$ cat src/rtl/mvm_pkg.sv
// Shared types and helpers for the MVM result buffer.
package mvm_pkg;

  // Capture controller states.
  typedef enum logic [1:0] {
    ST_IDLE    = 2'd0,
    ST_WAIT    = 2'd1,
    ST_CAPTURE = 2'd2
  } state_t;

  // Wait counter width covers latencies up to 7 cycles.
  localparam int unsigned WAIT_CNT_W = 3;

  // Result word width for a given operand width.
  function automatic int unsigned result_width(input int unsigned b);
    return 2 * b;
  endfunction

endpackage

$ cat src/rtl/result_fifo.sv
// First-word-fall-through FIFO holding tagged result words.
module result_fifo #(
  parameter int unsigned WIDTH = 23,
  parameter int unsigned DEPTH = 10
) (
  input  logic                         clk,
  input  logic                         reset,
  input  logic                         push,
  input  logic [WIDTH-1:0]             push_data,
  input  logic                         pop,
  output logic [WIDTH-1:0]             pop_data,
  output logic                         full,
  output logic                         empty,
  output logic [$clog2(DEPTH+1)-1:0]   count
);

  localparam int unsigned AW = (DEPTH > 1) ? $clog2(DEPTH) : 1;
  localparam int unsigned CW = $clog2(DEPTH + 1);

  logic [WIDTH-1:0] mem [DEPTH];
  logic [AW-1:0]    wr_ptr;
  logic [AW-1:0]    rd_ptr;
  logic             do_push;
  logic             do_pop;

  assign empty    = (count == '0);
  assign full     = (count == CW'(DEPTH));
  // A pop frees a slot in the same cycle, so a push into a full FIFO is
  // still accepted when accompanied by a pop.
  assign do_pop   = pop && !empty;
  assign do_push  = push && (!full || do_pop);
  assign pop_data = mem[rd_ptr];

  // Pointer and occupancy bookkeeping.
  always_ff @(posedge clk) begin
    if (reset) begin
      wr_ptr <= '0;
      rd_ptr <= '0;
      count  <= '0;
    end else begin
      if (do_push) begin
        wr_ptr <= (wr_ptr == AW'(DEPTH - 1)) ? '0 : wr_ptr + AW'(1);
      end
      if (do_pop) begin
        rd_ptr <= (rd_ptr == AW'(DEPTH - 1)) ? '0 : rd_ptr + AW'(1);
      end
      case ({do_push, do_pop})
        2'b10:   count <= count + CW'(1);
        2'b01:   count <= count - CW'(1);
        default: count <= count;
      endcase
    end
  end

  // Storage array; contents are meaningless until written, so no reset.
  always_ff @(posedge clk) begin
    if (do_push) begin
      mem[wr_ptr] <= push_data;
    end
  end

endmodule

$ cat src/rtl/mvm_result_buffer.sv
// Captures a k-word MVM result burst after a fixed latency and buffers it.
module mvm_result_buffer
  import mvm_pkg::*;
#(
  parameter int unsigned k    = 5,
  parameter int unsigned b    = 11,
  parameter int unsigned LAT  = 1,
  parameter int unsigned NVEC = 2
) (
  input  logic                             clk,
  input  logic                             reset,
  input  logic                             done_in,
  input  logic [result_width(b)-1:0]       data_in,
  output logic                             out_valid,
  input  logic                             out_ready,
  output logic [result_width(b)-1:0]       data_out,
  output logic                             out_last,
  output logic                             busy,
  output logic                             overflow
);

  localparam int unsigned RW    = result_width(b);
  localparam int unsigned DEPTH = NVEC * k;
  localparam int unsigned IW    = (k > 1) ? $clog2(k) : 1;
  localparam int unsigned CW    = $clog2(DEPTH + 1);

  state_t                state;
  logic [WAIT_CNT_W-1:0] wait_cnt;
  logic [IW-1:0]         elem_idx;

  logic                  sample;
  logic                  last_elem;
  logic                  pop;
  logic                  drop;
  logic                  fifo_full;
  logic                  fifo_empty;
  logic [CW-1:0]         fifo_count;
  logic [RW:0]           head;

  // The WAIT cycle whose counter reads 0 is the first sample cycle, which
  // places element 0 exactly LAT cycles after done_in.
  assign sample    = (state == ST_CAPTURE) || ((state == ST_WAIT) && (wait_cnt == '0));
  assign last_elem = (elem_idx == IW'(k - 1));
  assign out_valid = (fifo_count != '0);
  assign pop       = out_ready && !fifo_empty;
  assign drop      = sample && fifo_full && !pop;
  assign busy      = (state != ST_IDLE);
  assign data_out  = head[RW-1:0];
  assign out_last  = head[RW];

  // Capture sequencing, element indexing and sticky error flag.
  always_ff @(posedge clk) begin
    if (reset) begin
      state    <= ST_IDLE;
      wait_cnt <= '0;
      elem_idx <= '0;
      overflow <= 1'b0;
    end else begin
      if (drop || (done_in && (state != ST_IDLE))) begin
        overflow <= 1'b1;
      end
      case (state)
        ST_IDLE: begin
          if (done_in) begin
            state    <= ST_WAIT;
            wait_cnt <= WAIT_CNT_W'(LAT - 1);
            elem_idx <= '0;
          end
        end
        ST_WAIT: begin
          if (wait_cnt != '0) begin
            wait_cnt <= wait_cnt - WAIT_CNT_W'(1);
          end
        end
        ST_CAPTURE: ;
        default: state <= ST_IDLE;
      endcase
      if (sample) begin
        if (last_elem) begin
          state    <= ST_IDLE;
          elem_idx <= '0;
        end else begin
          state    <= ST_CAPTURE;
          elem_idx <= elem_idx + IW'(1);
        end
      end
    end
  end

  // Word storage; the tag bit marks the final element of a vector.
  result_fifo #(
    .WIDTH (RW + 1),
    .DEPTH (DEPTH)
  ) u_fifo (
    .clk       (clk),
    .reset     (reset),
    .push      (sample),
    .push_data ({last_elem, data_in}),
    .pop       (pop),
    .pop_data  (head),
    .full      (fifo_full),
    .empty     (fifo_empty),
    .count     (fifo_count)
  );

endmodule

$ cat config.mk
export PLATFORM = sky130hd
export DESIGN_NAME = mvm_result_buffer
export DESIGN_NICKNAME = d
export VERILOG_FILES = /design/src/rtl/mvm_pkg.sv /design/src/rtl/result_fifo.sv /design/src/rtl/mvm_result_buffer.sv
export SDC_FILE = /design/constraint.sdc
export NUM_CORES = 1
export LEC_CHECK = 0
export ABC_AREA = 1
export CAP_MARGIN = 20
export CORE_AREA = 2 2 210 109
export DETAILED_ROUTE_END_ITERATION = 16
export DIE_AREA = 0 0 212 111
export HOLD_SLACK_MARGIN = 0.02
export PLACE_DENSITY = 0.63
export SYNTH_ARGS = -nofsm -noshare
export SYNTH_HDL_FRONTEND = slang
export SYNTH_HIERARCHICAL = 1
export SYNTH_SLANG_ARGS = --single-unit
$ cat constraint.sdc
create_clock -name clk -period 7.7 [get_ports clk]
set_input_delay 0.77 -clock clk [delete_from_list [all_inputs] [get_ports clk]]
set_output_delay 0.77 -clock clk [all_outputs]
set_load 0.01 [all_outputs]
==> flow_summary.json <==
{
  "fin_crit_sh": 0.532,
  "holdCritStartpoint": "wait_cnt[1]",
  "hold_viol": 0,
  "synth_fp_nets": 903,
  "ff2ff_setup_slack_ps": 4650,
  "grt_pass1_wl_um": 34000,
  "hold_end": "wait_cnt[1]",
  "htree_num_levels": 1,
  "post_drt_wl_per_cell_um": 17.7,
  "yosys.cell_count.top_type": "edfxtp_1",
  "syn2layout_area_growth_pct": 13.7,
  "antenna_found_initial": 0,
  "drv_cap": 0,
  "clock_path_buffers": 3,
  "vias": 6471,
  "pin_count": 52,
  "drive_above_1_share": 0.0753,
  "cp.required_ps": 6930,
  "grt.total_usage": 0.190,
  "synth_xor_area_frac": 0.00165,
  "grt_pass1_vias": 5831,
  "rsz0062_at_grt": "false",
  "fmax_ghz": 0.244,
  "synthCells": 867,
  "yosys.cell_types.count": 33,
  "cts_buffers": 23,
  "synth_area_um2": 10600,
  "fin_crit_ps": 4100,
  "setup_viol": 0,
  "dieArea_um2": 23500,
  "power_mw": 3.65,
  "diodes": 0,
  "fill_cells": 1838,
  "netlist_top_cells_count": "edfxtp_1, inv_1, nand2_1",
  "dieHeight_um": 111,
  "synth-seq-cells": 255,
  "clock_skew_ps": 14.8,
  "drv_slew": 0,
  "hold_buffers": 0,
  "final.setup.tns_ps": 0,
  "clock_latency_ps": 520,
  "path_clk_slew_ps": 70,
  "leakagePower_nw": 4.23,
  "cts_root_buffer": "clkbuf_16",
  "synth-simple-area-share": 0.0935,
  "peakVddDrop_mv": 0.250,
  "hold-path-cell-count": 2,
  "gr-total-overflow": 0,
  "hpwl_um": 12500,
  "via_per_inst": 5.23,
  "yosysTopAreaCell": "edfxtp_1",
  "placementRows": 39,
  "slew_headroom": 0.369,
  "synth-main-ff-cell": "edfxtp_1",
  "yosysTopAreaCellShare": 0.651,
  "postSynth.asyncResetShare": 0,
  "avgSynthCellArea_um2": 12.2,
  "routed_wl_um": 21900,
  "synthAdderAreaFrac": 0.0125,
  "port_buffers": 51,
  "cp-start-kind": "flop",
  "crit_type": "flop to output port",
  "synth-edff-count": 230,
  "crit-reg2reg-capture": "u_fifo/mem[0][1]",
  "worstMarginPinSlew_ps": 945,
  "grt_max_degree": 83,
  "nets": 953,
  "synth_area_leaders": "edfxtp_1, dfxtp_1, inv_1",
  "status": "complete, no violations",
  "first_iter_violations": 646,
  "rr_worst_depth": 11,
  "fp.coreArea_um2": 22000,
  "clock_sinks": 255,
  "post-route-drc-count": 0,
  "crit_path_max_fanout": 82,
  "synth_top_family_by_area": "compound AO/OA/AOI/OAI gates",
  "ctsResizeCount": 0,
  "drtAntennaViolNets": 0,
  "gp_congestion": 0.802,
  "cp.arrival_ps": 3330,
  "ys_seq_area_frac": 0.698,
  "start_util": 0.482,
  "ys_warn_count": 6,
  "die_w_um": 212,
  "cp-end-kind": "output port",
  "post-cts-setup-buffers": 0,
  "cts_tree": "yes",
  "synth_compound_area_frac": 0.100,
  "synthMuxAreaShare": 0.0217,
  "power_density_nw_per_um2": 302,
  "hp-class": "flop to flop",
  "r2r-start": "u_fifo/count[0]",
  "drtPass1Iterations": 5
}
==> through the flow <==
| stage | setup slack [ps] | instances | hold WS, ps | utilization | area, um^2 |
|---|---|---|---|---|---|
| finish | 3600 | 1237 | 469 | 0.548 | 12100 |
| global route | 3340 | 1237 | 524 | 0.548 | 12100 |
| CTS | 3600 | 1237 | 467 | 0.548 | 12100 |
| detailed placement | 4050 | 1199 | 458 | 0.517 | 11400 |
| floorplan | 4060 | 867 | 433 | - | 10600 |
| global placement | 4140 | 1199 | 459 | 0.517 | 11400 |
==> metal layers <==
layer,part of all wire,routed length (um),up-vias,track usage
met2,0.40,8820,185,0.255
met3,0.063,1390,32,0.0365
met1,0.52,11400,3103,0.314
met4,0.017,376,0,0.0408
met5,0,0,-,0
li1,-,-,3151,-
==> kinds of logic after synthesis <==
kind of cell / Yosys count
muxes: 23
xor gates and xnor gates: 2
adders and majority gates: 10
and+or+nand+nor: 219
AOI/OAI and AO/OA: 188
buffers and inverters: 170
DFF: 255
==> cells in the final DEF, fill, tap and decap left out, drive strengths merged <==
| cell | Yosys | routed |
|---|---|---|
| fa | 1 | 1 |
| o21ai | 77 | 77 |
| mux2i | 23 | 23 |
| nand4 | 4 | 4 |
| o211ai | 46 | 46 |
| nand3 | 86 | 86 |
| xor2 | 2 | 2 |
| clkinv | 0 | 10 |
| nor2 | 30 | 30 |
| clkdlybuf4s50 | 0 | 51 |
| nor3 | 3 | 3 |
| clkbuf | 9 | 25 |
| edfxtp | 230 | 230 |
| o31ai | 1 | 1 |
| buf | 32 | 15 |
| a21oi | 64 | 64 |
| or2 | 1 | 1 |
| dfxtp | 25 | 25 |
| nand2 | 94 | 94 |
| inv | 129 | 130 |
| bufinv | 0 | 2 |
| nand3b | 1 | 1 |
| ha | 9 | 9 |
==> worst max-delay path by stage <==
| stage | from | end | slack (ps) | cells past startpoint |
|---|---|---|---|---|
| floorplan | out_ready | u_fifo/mem[8][0] | 4060 | 8 |
| CTS | flop | data_out[18] | 3600 | 6 |
| global route | flop | data_out[18] | 3340 | 6 |
| detailed placement | out_ready | u_fifo/mem[0][8] | 4050 | 10 |
| finish | flop | data_out[17] | 3600 | 6 |
| global placement | out_ready | u_fifo/mem[0][9] | 4140 | 10 |
==> where the power goes <==
group          switching, mW  internal [mW]
sequential            0.0730           1.61
clock                  0.484          0.610
combinational          0.516          0.356
==> critical path: stages, from the launching register on <==
cell and delay, ps:
dfxtp_4 780, buf_4 740, o211ai_1 220, nand3_1 140, nand3_1 80, o21ai_1 160
clkdlybuf4s50_1 580
==> sequential cells by signal (all words and copies together) (netlist names), named ones only <==
name / flops
elem_idx: 3
overflow: 1
state: 2
u_fifo/count: 4
u_fifo/mem: 230
u_fifo/rd_ptr: 4
u_fifo/wr_ptr: 4
wait_cnt: 3
==> final cells by class <==
type	count	area, um^2	share of cell area
Timing Repair Buffer	66	623	0.0517
Clock inverter	13	111	0.00923
Clock buffer	25	583	0.0483
Multi-Input combinational cell	442	2460	0.204
Tap cell	307	384	0.0318
Inverter	129	484	0.0401
Sequential cell	255	7410	0.615
No activity file was read; power rests on OpenSTA's default activity.
